==> src/rtl/truth_table_pkg.sv <==
// rtl/truth_table_pkg.sv - shared state encoding and sizing helpers for the truth-table sweeper
package truth_table_pkg;

  localparam int N_IN_MAX = 8;

  typedef enum logic [1:0] {
    IDLE  = 2'd0,
    SWEEP = 2'd1,
    DONE  = 2'd2
  } tt_state_e;

  function automatic int tt_size(input int n);
    return 1 << n;
  endfunction

endpackage

==> src/rtl/tt_term_eval.sv <==
// rtl/tt_term_eval.sv - combinational SoP/PoS evaluation of one truth-table row
// m is the minterm sum at idx; M is the maxterm product at idx (0 when maxterm idx is present).
module tt_term_eval
  import truth_table_pkg::*;
#(
  parameter  int N_IN = 4,
  localparam int T    = tt_size(N_IN)
) (
  input  logic [T-1:0]    lmin,
  input  logic [T-1:0]    lmax,
  input  logic [N_IN-1:0] idx,
  output logic            m,
  output logic            M
);

  assign m = lmin[idx];
  assign M = ~lmax[idx];

endmodule

==> src/rtl/truth_table_sweeper.sv <==
// rtl/truth_table_sweeper.sv - sweeps all input rows, streams (idx, m, M) beats and counts SoP/PoS disagreements
// Optional macro SWEEP_STOP_ON_MISMATCH_EN: end the sweep at the first disagreeing beat.
module truth_table_sweeper
  import truth_table_pkg::*;
#(
  parameter  int N_IN = 4,
  localparam int T    = tt_size(N_IN)
) (
  input  logic            clk,
  input  logic            reset,
  input  logic            start,
  input  logic [T-1:0]    minterm_mask,
  input  logic [T-1:0]    maxterm_mask,
  output logic            busy,
  output logic            out_valid,
  input  logic            out_ready,
  output logic [N_IN-1:0] out_idx,
  output logic            out_m,
  output logic            out_M,
  output logic            done,
  output logic [N_IN:0]   mismatch_cnt,
  output logic            equiv
);

  tt_state_e       r_state;
  tt_state_e       w_state_next;
  logic [T-1:0]    r_lmin;
  logic [T-1:0]    r_lmax;
  logic [N_IN-1:0] r_idx;
  logic [N_IN:0]   r_cnt;
  logic [N_IN:0]   w_cnt_next;
  logic            r_done;
  logic            r_equiv;
  logic            w_m;
  logic            w_M;
  logic            w_mis;
  logic            w_last;
  logic            w_stop;
  logic            w_accept;
  logic            w_xfer;
  logic            w_finish;

  tt_term_eval #(.N_IN(N_IN)) u_eval (
    .lmin (r_lmin),
    .lmax (r_lmax),
    .idx  (r_idx),
    .m    (w_m),
    .M    (w_M)
  );

  assign w_mis      = w_m ^ w_M;
  assign w_last     = &r_idx;
  assign w_cnt_next = r_cnt + {{N_IN{1'b0}}, w_mis};

`ifdef SWEEP_STOP_ON_MISMATCH_EN
  assign w_stop = w_mis;
`else
  assign w_stop = 1'b0;
`endif

  always_ff @(posedge clk or posedge reset) begin
    if (reset) r_state <= IDLE;
    else       r_state <= w_state_next;
  end

  always_comb begin
    w_state_next = r_state;
    busy         = 1'b0;
    out_valid    = 1'b0;
    w_accept     = 1'b0;
    w_xfer       = 1'b0;
    w_finish     = 1'b0;
    case (r_state)
      IDLE, DONE: begin
        if (start) begin
          w_accept     = 1'b1;
          w_state_next = SWEEP;
        end
      end
      SWEEP: begin
        busy      = 1'b1;
        out_valid = 1'b1;
        w_xfer    = out_ready;
        if (out_ready && (w_last || w_stop)) begin
          w_finish     = 1'b1;
          w_state_next = DONE;
        end
      end
      default: w_state_next = IDLE;
    endcase
  end

  // Finishing the sweep parks idx at 0 unless it stopped early on a failing row.
  always_ff @(posedge clk or posedge reset) begin
    if (reset) begin
      r_lmin  <= '0;
      r_lmax  <= '0;
      r_idx   <= '0;
      r_cnt   <= '0;
      r_done  <= 1'b0;
      r_equiv <= 1'b0;
    end else begin
      r_done <= 1'b0;
      if (w_accept) begin
        r_lmin  <= minterm_mask;
        r_lmax  <= maxterm_mask;
        r_idx   <= '0;
        r_cnt   <= '0;
        r_equiv <= 1'b0;
      end else if (w_xfer) begin
        r_cnt <= w_cnt_next;
        if (w_finish) begin
          r_done  <= 1'b1;
          r_equiv <= (w_cnt_next == '0);
          r_idx   <= w_stop ? r_idx : '0;
        end else begin
          r_idx <= r_idx + 1'b1;
        end
      end
    end
  end

  assign out_idx      = r_idx;
  assign out_m        = out_valid & w_m;
  assign out_M        = out_valid & w_M;
  assign done         = r_done;
  assign mismatch_cnt = r_cnt;
  assign equiv        = r_equiv;

endmodule

==> config.mk <==
export PLATFORM = sky130hd
export DESIGN_NAME = truth_table_sweeper
export DESIGN_NICKNAME = d
export VERILOG_FILES = /design/src/rtl/truth_table_pkg.sv /design/src/rtl/tt_term_eval.sv /design/src/rtl/truth_table_sweeper.sv
export SDC_FILE = /design/constraint.sdc
export NUM_CORES = 1
export LEC_CHECK = 0
export CELL_PAD_IN_SITES_DETAIL_PLACEMENT = 1
export CELL_PAD_IN_SITES_GLOBAL_PLACEMENT = 2
export CORE_MARGIN = 2
export CORE_UTILIZATION = 30
export CTS_CLUSTER_SIZE = 14
export DETAILED_ROUTE_END_ITERATION = 7
export GPL_TIMING_DRIVEN = 0
export PLACE_DENSITY_LB_ADDON = 0.2
export REMOVE_ABC_BUFFERS = 1
export SYNTH_ARGS = -nofsm -noshare
export SYNTH_HDL_FRONTEND = slang
export SYNTH_HIERARCHICAL = 1
export SYNTH_SLANG_ARGS = --single-unit
export TNS_END_PERCENT = 1
==> constraint.sdc <==
create_clock -name clk -period 3.2 [get_ports clk]
set_input_delay 0.48 -clock clk [delete_from_list [all_inputs] [get_ports clk]]
set_output_delay 0.48 -clock clk [all_outputs]
set_load 0.05 [all_outputs]
==> results.md, run 1 <==
| Quantity | Reported |
|:---|:---|
| IR drop worst, VDD | 0.000212 V |
| Worst path arrival time | 2.53 ns |
| Period minus WS final | 3.01 ns |
| Timing-limited maximum frequency | 332 MHz |
| Worst min-delay path category | flip-flop to flip-flop |
| H-Tree Depth | 2 |
| Worst R2R Setup Slack | 0.36 ns |
| Share of the core filled with cells in the final layout | 0.417 |
| Number of hold buffers added after cts | 0 |
| FILL cells | 783 |
| Most common flop cell mapped by yosys | sky130_fd_sc_hd__dfrtp_1 |
| Iteration-0 DRC Markers | 60 |
| Via count normalized by instance count | 4.54 |
| Syn. warnings | 6 |
| Mean cell area of the mapped netlist | 9.49 sq um |
| Static leakage | 1.35 nW |
| Number of flip-flops and latches in the synthesized netlist | 45 |
| TritonCTS clock tree | yes |
| Setup Slack @ Placement | -0.106 ns |
| Via Count | 1,676 |
| Biggest fanout along the worst timing path | 13 |
| Worst setup skew after layout | 0.0102 ns |
| Half-perimeter wire length after detailed placement | 3.54 mm |
| First-pass GRT wire length | 8.36 mm |
| Crit path capture type | output port |
| Type of the setup path with the least slack | flip-flop to output port |
| Number of maximum-capacitance violations | 0 |
| Wire length after detailed routing | 4.98 mm |
| Ratio of cells with drive above 1 in the final layout | 0.0806 |
| Final worst-path setup slack | 0.189 ns |
| Unique cell type count in the Yosys netlist | 31 |
| # setup viols final | 0 |
| Number of enable-type register cells in the synthesized netlist | 0 |
| Unrepaired setup endpoints after global routing | false |
| Post-route antenna net violation count | 0 |
| Synthesized instance count | 226 |
| Clock tree buffer depth | 2 |
| Cell Count, Final, Fillers Out | 369 |
| Count of input and output buffers | 50 |
| Clk_lat worst skew | 0.30 ns |
| Crit path required time | 2.72 ns |
| Worst slew margin relative to its limit | 0.467 |
| Detailed-router iteration count before antenna repair | 4 |
| Most frequent standard cell in the layout excluding fill and tap cells | sky130_fd_sc_hd__nand2_1 |
| Cell type with the highest aggregate area in the netlist | sky130_fd_sc_hd__dfrtp_1 |
| Chip Width | 88.6 um |
| Initial Util | 0.312 |
| Largest net degree at the start of global routing | 41 |
| Async set-reset flop share out of synthesis | 1.00 |
| Inserted Clock Buffers | 5 |
| Cell area after synthesis | 2150 sq um |
| Most area-consuming cells after synthesis | sky130_fd_sc_hd__dfrtp_1, sky130_fd_sc_hd__nand2_1, sky130_fd_sc_hd__mux4_1, sky130_fd_sc_hd__mux4_2, sky130_fd_sc_hd__xor2_1 |
| Register area share after synthesis | 0.525 |
| Chip height | 88.6 um |
| Core ar. | 6870 sq um |
| Commonest non-fill, non-tap cells in the layout | sky130_fd_sc_hd__nand2_1, sky130_fd_sc_hd__clkdlybuf4s50_1, sky130_fd_sc_hd__dfrtp_1, sky130_fd_sc_hd__nand3_1, sky130_fd_sc_hd__o21ai_0 |
| Die outline area | 7850 sq um |
| Total congestion overflow after global routing | 0 |
| Count of final max-slew check failures | 0 |
| DR WL/cell | 13.5 um |
| Category of the worst setup path launch point | flip-flop |
| Antenna diodes | 0 |
| Worst slew pin tran | 0.799 ns |
| Placed cell count | 361 |
| Final hold violation count | 0 |
| Number of placement rows | 30 |
| Status | completed |
| Global-route usage over all layers | 0.141 |
| Area fraction of the dominant cell type after synthesis | 0.525 |
| Area overhead of the layout relative to synthesis | 33.6% |
| Number of antenna violations at the first check in global routing | 0 |
| Portion of the clock cycle consumed by the worst path in the final layout | 0.941 |
| Power density over the cells | 1010 nW/um^2 |
| Number of sinks on the clock net | 45 |
| Buffer type at the clock tree root | sky130_fd_sc_hd__clkbuf_8 |
| Post-CTS clock slew at the launch and capture registers of the worst setup and hold paths | 0.09 ns |
| Final #Nets | 311 |
| Routability congestion estimate from global placement | 0.720 |
| Post-detailed-route DRC marker count | 0 |
| Number of global-route vias before repair | 1,729 |
| I/O pin cnt | 51 |
[logic make-up (layout without fill, tap and decap cells)]
logic type | Yosys count | count (layout) | synth area share
AOI/OAI and AO/OA | 11 | 11 | 0.0297
xor gates and xnor gates | 6 | 6 | 0.0245
adders and majority gates | 3 | 3 | 0.0175
buffers and inverters | 15 | 62 | 0.0361
DFF | 45 | 45 | 0.525
muxes | 8 | 8 | 0.0945
and+or+nand+nor | 138 | 138 | 0.273
[synthesized netlist by cell type (2+ instances only)]
master,instances
sky130_fd_sc_hd__dfrtp_1,45
sky130_fd_sc_hd__o21ai_0,8
sky130_fd_sc_hd__mux4_1,6
sky130_fd_sc_hd__buf_2,2
sky130_fd_sc_hd__nand3_1,8
sky130_fd_sc_hd__nor2_1,3
sky130_fd_sc_hd__nand4_1,2
sky130_fd_sc_hd__xor2_1,5
sky130_fd_sc_hd__clkbuf_1,8
sky130_fd_sc_hd__nor2b_1,3
sky130_fd_sc_hd__nand2_1,109
sky130_fd_sc_hd__buf_6,2
sky130_fd_sc_hd__and2_1,2
sky130_fd_sc_hd__nor3_1,2
sky130_fd_sc_hd__ha_1,3
sky130_fd_sc_hd__a22oi_1,2
sky130_fd_sc_hd__mux4_2,2
[registers in the layout, summed over array words and instances, names as in the netlist]
register      count
r_lmax           16
r_lmin           16
mismatch_cnt      5
out_idx           4
r_state           2
done              1
equiv             1
[cell type report]
type	instances	area [sq um]	area share
inverters	2	7.51	0.00262
repair buffers	52	546	0.190
well taps	96	120	0.0419
multi-input cells	166	947	0.330
flip-flops and latches	45	1130	0.394
clock inverters	1	30.0	0.0105
clock buffers	7	86.3	0.0301
[per-stage QoR]
step	power (W)	hold slack [ns]	setup TNS (ns)	area, sq um
after CTS	0.00294	0.476	0	2870
after global routing	0.00312	0.503	0	2870
after floorplan	0.00200	0.437	0	2080
after detailed placement	0.00250	0.456	-0.167	2750
after global placement	0.00244	0.451	-0.525	2700
final	0.00289	0.470	0	2870
[per-layer routing]
metal	up-vias	wire, um	track usage
met5	-	0	0
met4	0	82	0.0579
met3	6	189	0.0280
met2	37	2270	0.234
met1	808	2440	0.182
li1	825	-	-
[worst max-delay path, cell delays in order (launching register included)]
cell and delay [ns]:
sky130_fd_sc_hd__dfrtp_4 0.57, sky130_fd_sc_hd__mux4_2 0.56, sky130_fd_sc_hd__a22oi_1 0.20, sky130_fd_sc_hd__and3_1 0.24
sky130_fd_sc_hd__and2_1 0.14, sky130_fd_sc_hd__dlygate4sd2_1 0.52
[worst paths after layout]
check,start,end,cells past startpoint
hold reg to reg,r_lmax[13]$_DFFE_PP0P_,r_lmax[13]$_DFFE_PP0P_,2
setup reg to reg,out_idx[0]$_DFFE_PP0P_,equiv$_DFFE_PP0P_,10
max in group asynchronous,reset,r_lmax[8]$_DFFE_PP0P_,3
min in group asynchronous,reset,mismatch_cnt[2]$_DFFE_PP0P_,2
setup / recovery,out_idx[0]$_DFFE_PP0P_,out_M,5
hold / removal,r_lmax[13]$_DFFE_PP0P_,r_lmax[13]$_DFFE_PP0P_,2
[report_power, final]
part	internal, W	switching [W]
Sequential	0.000834	0.000228
Combinational	0.000579	0.000796
Clock	0.000255	0.000194
Total	0.00167	0.00122
[repair_timing]
item,in CTS,in global routing
buffers inserted,0,0
gates resized for setup,4,0
setup endpoints to repair,2,0
(Power assumes the default switching activity.)
==> run 2, diff against run 1 <==
--- a/config.mk
+++ b/config.mk
@@ -12,7 +12,7 @@
 export CTS_CLUSTER_SIZE = 14
 export DETAILED_ROUTE_END_ITERATION = 7
 export GPL_TIMING_DRIVEN = 0
-export PLACE_DENSITY_LB_ADDON = 0.2
+export PLACE_DENSITY_LB_ADDON = 0.1
 export REMOVE_ABC_BUFFERS = 1
 export SYNTH_ARGS = -nofsm -noshare
 export SYNTH_HDL_FRONTEND = slang
==> results.md, run 2 (same netlist as run 1, synthesis figures left out) <==
| Quantity | Reported |
|:---|:---|
| Post-route antenna net violation count | 0 |
| Die outline area | 7850 sq um |
| Status | completed |
| Number of antenna violations at the first check in global routing | 0 |
| Number of sinks on the clock net | 45 |
| Most frequent standard cell in the layout excluding fill and tap cells | sky130_fd_sc_hd__nand2_1 |
| Timing-limited maximum frequency | 332 MHz |
| Setup TNS Final | 0 ns |
| Worst setup skew after layout | 0.00800 ns |
| Count of final max-slew check failures | 0 |
| Power Total | 0.00287 W |
| Detailed-router iteration count before antenna repair | 4 |
| Largest net degree at the start of global routing | 41 |
| Initial Util | 0.312 |
| Final hold violation count | 0 |
| Final instance area | 2860 sq um |
| Final-layout worst hold slack | 0.473 ns |
| First-pass GRT wire length | 8.22 mm |
| Commonest non-fill, non-tap cells in the layout | sky130_fd_sc_hd__nand2_1, sky130_fd_sc_hd__clkdlybuf4s50_1, sky130_fd_sc_hd__dfrtp_1, sky130_fd_sc_hd__nand3_1, sky130_fd_sc_hd__o21ai_0 |
| Biggest fanout along the worst timing path | 13 |
| Post-detailed-route DRC marker count | 0 |
| H-Tree Depth | 2 |
| Number of global-route vias before repair | 1,704 |
| Post-CTS clock slew at the launch and capture registers of the worst setup and hold paths | 0.09 ns |
| Unrepaired setup endpoints after global routing | false |
| Antenna diodes | 0 |
| Routability congestion estimate from global placement | 0.661 |
| Largest stage delay, worst path | 0.60 ns |
| Cell at the slowest stage of the critical path | sky130_fd_sc_hd__dfrtp_2 |
| # setup viols final | 0 |
| Half-perimeter wire length after detailed placement | 3.43 mm |
| Worst slew pin tran | 0.822 ns |
| Area overhead of the layout relative to synthesis | 33.1% |
| Setup repair bufs after CTS | 0 |
| Ratio of cells with drive above 1 in the final layout | 0.0842 |
| Via count normalized by instance count | 4.46 |
| Crit path required time | 2.72 ns |
| Core ar. | 6870 sq um |
| Buffer type at the clock tree root | sky130_fd_sc_hd__clkbuf_8 |
| I/O pin cnt | 51 |
| Via Count | 1,647 |
| Clock tree buffer depth | 2 |
| Cell-by-cell trace of the critical path | mux4_2 > a22oi_1 > and3_1 > and2_1 > dlygate4sd2_1 |
| Global-route usage over all layers | 0.138 |
| Setup Slack @ Placement | -0.0151 ns |
| Worst min-delay path category | flip-flop to flip-flop |
| Chip Width | 88.6 um |
| Met3 usage in global routing | 0.0336 |
| Number of placement rows | 30 |
| Category of the worst setup path launch point | flip-flop |
| Portion of the clock cycle consumed by the worst path in the final layout | 0.942 |
| Wire length after detailed routing | 4.88 mm |
| Worst slew margin relative to its limit | 0.452 |
| Met2 Track Usage GR | 0.217 |
| Met1 usage in global routing | 0.190 |
| Clk_lat worst skew | 0.29 ns |
| Type of the setup path with the least slack | flip-flop to output port |
| Busiest layer in global routing | met2 |
| Final worst-path setup slack | 0.184 ns |
| Iteration-0 DRC Markers | 68 |
| TritonCTS clock tree | yes |
| IR drop worst, VDD | 0.000312 V |
| Number of maximum-capacitance violations | 0 |
| Worst path arrival time | 2.54 ns |
| Power density over the cells | 1010 nW/um^2 |
| Worst R2R Setup Slack | 0.42 ns |
| Static leakage | 1.35 nW |
| Cell Area, Placed | 2740 sq um |
| Inserted Clock Buffers | 5 |
| Period minus WS final | 3.02 ns |
| Total congestion overflow after global routing | 0 |
| Chip height | 88.6 um |
| DR WL/cell | 13.2 um |
| Final #Nets | 311 |
| Count of input and output buffers | 50 |
| Crit path capture type | output port |
## run 2: power by group
part	leakage [nW]	internal, W	total, W	switching [W]
clock network	0.0574	0.000254	0.000452	0.000198
registers	0.565	0.000830	0.00106	0.000229
logic	0.723	0.000576	0.00136	0.000787
## run 2: repair_timing
action                                  in CTS  in global routing
resized for setup                            3                  0
hold buffers                                 0                  0
endpoints found under the setup margin       2                  0
## run 2: critical path: cells and delay by family, from the launching register on
family | cells | cell delay (ns)
compound gates | 1 | 0.19
buf+inv | 1 | 0.53
flops | 1 | 0.60
mux | 1 | 0.56
simple gates | 2 | 0.35
## run 2: final timing paths
check,cells after the start,startpoint,to
min in group asynchronous,2,reset,r_lmax[4]$_DFFE_PP0P_
worst min register to register,2,r_lmax[13]$_DFFE_PP0P_,r_lmax[13]$_DFFE_PP0P_
worst max register to register,10,out_idx[0]$_DFFE_PP0P_,equiv$_DFFE_PP0P_
max in group asynchronous,3,reset,r_lmax[10]$_DFFE_PP0P_
worst max-delay path,5,out_idx[0]$_DFFE_PP0P_,out_M
worst min-delay path,2,r_lmax[13]$_DFFE_PP0P_,r_lmax[13]$_DFFE_PP0P_
## run 2: cell type report
class	instances	area (sq um)
Clock buffer	6	82.6
Clock inverter	2	37.5
Fill cell	800	4010
Inverter	2	7.51
Multi-Input combinational cell	166	947
Sequential cell	45	1130
Tap cell	96	120
Timing Repair Buffer	52	533
## run 2: metrics by stage
stage | util | std cells
after floorplan | - | 213
after global routing | 0.416 | 369
after CTS | 0.416 | 369
after detailed placement | 0.398 | 361
after global placement | 0.393 | 359
final | 0.416 | 369
## run 2: per-layer routing
metal  wire length [um]  up-vias
li1                   -      829
met1               2360      773
met2               2240       41
met3                241        4
met4                 46        0
met5                  0        -
==> run 3, diff against run 2 <==
--- a/config.mk
+++ b/config.mk
@@ -14,6 +14,7 @@
 export GPL_TIMING_DRIVEN = 0
 export PLACE_DENSITY_LB_ADDON = 0.1
 export REMOVE_ABC_BUFFERS = 1
+export SLEW_MARGIN = 30
 export SYNTH_ARGS = -nofsm -noshare
 export SYNTH_HDL_FRONTEND = slang
 export SYNTH_HIERARCHICAL = 1
==> results.md, run 3 (same netlist as run 1, synthesis figures left out) <==
| Quantity | Reported |
|:---|:---|
| Commonest non-fill, non-tap cells in the layout | sky130_fd_sc_hd__nand2_1, sky130_fd_sc_hd__clkdlybuf4s50_1, sky130_fd_sc_hd__dfrtp_1, sky130_fd_sc_hd__nand3_1, sky130_fd_sc_hd__o21ai_0 |
| Worst slew pin tran | 0.559 ns |
| Post-detailed-route DRC marker count | 0 |
| Static leakage | 1.34 nW |
| Period minus WS final | 3.01 ns |
| Power density over the cells | 980 nW/um^2 |
| Number of placement rows | 30 |
| Timing-limited maximum frequency | 332 MHz |
| Number of hold buffers added after cts | 0 |
| Number of sinks on the clock net | 45 |
| Power Total | 0.00277 W |
| Clk_lat worst skew | 0.29 ns |
| Count of input and output buffers | 50 |
| Routability congestion estimate from global placement | 0.661 |
| Iteration-0 DRC Markers | 97 |
| Worst R2R Setup Slack | 0.41 ns |
| I/O pin cnt | 51 |
| Critical path origin | out_idx[0]$_DFFE_PP0P_ |
| Met2 Track Usage GR | 0.225 |
| Count of final max-slew check failures | 0 |
| Antenna diodes | 0 |
| Setup repair bufs after CTS | 0 |
| Inserted Clock Buffers | 5 |
| TritonCTS clock tree | yes |
| Launch point of the worst hold path | r_lmin[4]$_DFFE_PP0P_ |
| Half-perimeter wire length after detailed placement | 3.45 mm |
| Via count normalized by instance count | 4.49 |
| First-pass GRT wire length | 8.32 mm |
| Most frequent standard cell in the layout excluding fill and tap cells | sky130_fd_sc_hd__nand2_1 |
| Unrepaired setup endpoints after global routing | false |
| Number of antenna violations at the first check in global routing | 0 |
| Share of the core filled with cells in the final layout | 0.412 |
| Core ar. | 6870 sq um |
| Die outline area | 7850 sq um |
| Area overhead of the layout relative to synthesis | 31.9% |
| Final #Nets | 311 |
| Worst path arrival time | 2.53 ns |
| Chip Width | 88.6 um |
| Initial Util | 0.312 |
| # setup viols final | 0 |
| Setup Slack @ Placement | -0.0329 ns |
| Kind of cell with the highest combined delay on the critical path | flip-flops |
| Type of the setup path with the least slack | flip-flop to output port |
| Worst setup skew after layout | 0.00237 ns |
| Largest stage delay, worst path | 0.60 ns |
| Number of maximum-capacitance violations | 0 |
| Wire length after detailed routing | 4.86 mm |
| Placed cell count | 361 |
| R2r startpoint | out_idx[0]$_DFFE_PP0P_ |
| H-Tree Depth | 2 |
| Global-route usage over all layers | 0.139 |
| Status | completed |
| Busiest layer in global routing | met2 |
| Worst min-delay path category | flip-flop to flip-flop |
| Number of global-route vias before repair | 1,743 |
| Cell at the slowest stage of the critical path | sky130_fd_sc_hd__dfrtp_2 |
| Via Count | 1,655 |
| Worst slew margin relative to its limit | 0.627 |
| Buffers & Inverters on Critical Path | 1 |
| Post-CTS clock slew at the launch and capture registers of the worst setup and hold paths | 0.08 ns |
| Cell Count, Final, Fillers Out | 369 |
| Largest net degree at the start of global routing | 46 |
| Cell-by-cell trace of the critical path | mux4_2 > a22oi_1 > and3_1 > and2_1 > dlygate4sd2_1 |
| Total congestion overflow after global routing | 0 |
| DR WL/cell | 13.2 um |
| Portion of the clock cycle consumed by the worst path in the final layout | 0.940 |
| Final hold violation count | 0 |
| Final worst-path setup slack | 0.191 ns |
| Detailed-router iteration count before antenna repair | 4 |
| Crit path capture type | output port |
| IR drop worst, VDD | 0.000316 V |
| Chip height | 88.6 um |
| Biggest fanout along the worst timing path | 13 |
| Category of the worst setup path launch point | flip-flop |
| Crit path required time | 2.72 ns |
| FILL cells | 806 |
| Met3 usage in global routing | 0.0345 |
| Ratio of cells with drive above 1 in the final layout | 0.0733 |
| Clock tree buffer depth | 2 |
| Buffer type at the clock tree root | sky130_fd_sc_hd__clkbuf_8 |
| Setup TNS Final | 0 ns |
| Post-route antenna net violation count | 0 |
| Met1 usage in global routing | 0.185 |
[run 3: what timing repair did]
action,in CTS,in global routing
setup endpoints to repair,2,0
endpoints found under the hold margin,0,0
resized for setup,3,0
[run 3: cell type report]
class	count	area, sq um	area share
Clock buffer	8	80.1	0.0283
Inverter	2	10.0	0.00354
Multi-Input combinational cell	166	952	0.336
Sequential cell	45	1130	0.398
Tap cell	96	120	0.0424
Timing Repair Buffer	52	541	0.191
[run 3: final timing paths]
check,end,cells after the start
min in group asynchronous,r_lmax[5]$_DFFE_PP0P_,2
worst min-delay path,r_lmin[4]$_DFFE_PP0P_,2
max in group asynchronous,out_idx[0]$_DFFE_PP0P_,2
worst min register to register,r_lmin[4]$_DFFE_PP0P_,2
worst max-delay path,out_M,5
worst max register to register,equiv$_DFFE_PP0P_,10
[run 3: per-layer routing]
layer	wire, um	share of wire
met5	0	0
met4	53	0.011
met3	204	0.042
met2	2260	0.46
met1	2340	0.48
[run 3: power breakdown]
| part | internal [W] | leakage (nW) | total, W | switching (W) |
|---|---|---|---|---|
| Sequential | 0.000831 | 0.565 | 0.00106 | 0.000227 |
| Clock | 0.000155 | 0.0395 | 0.000337 | 0.000181 |
| Combinational | 0.000587 | 0.731 | 0.00138 | 0.000791 |
| Total | 0.00157 | 1.34 | 0.00277 | 0.00120 |
[run 3: per-stage QoR]
| stage | cell area [sq um] | hold slack, ns |
|---|---|---|
| finish | 2830 | 0.472 |
| detailed placement | 2750 | 0.456 |
| floorplan | 2080 | 0.437 |
| global placement | 2700 | 0.450 |
| CTS | 2830 | 0.477 |
| global route | 2830 | 0.502 |
[run 3: worst reg2reg max path: stages (launching register included)]
cell and delay (ns):
sky130_fd_sc_hd__dfrtp_2 0.60, sky130_fd_sc_hd__mux4_1 0.65, sky130_fd_sc_hd__a22oi_1 0.17, sky130_fd_sc_hd__nand3_1 0.13
sky130_fd_sc_hd__xor2_1 0.17, sky130_fd_sc_hd__ha_1 0.20, sky130_fd_sc_hd__ha_1 0.22, sky130_fd_sc_hd__xor2_1 0.17
sky130_fd_sc_hd__nor3_1 0.18, sky130_fd_sc_hd__nand4_1 0.13, sky130_fd_sc_hd__o21ai_0 0.08
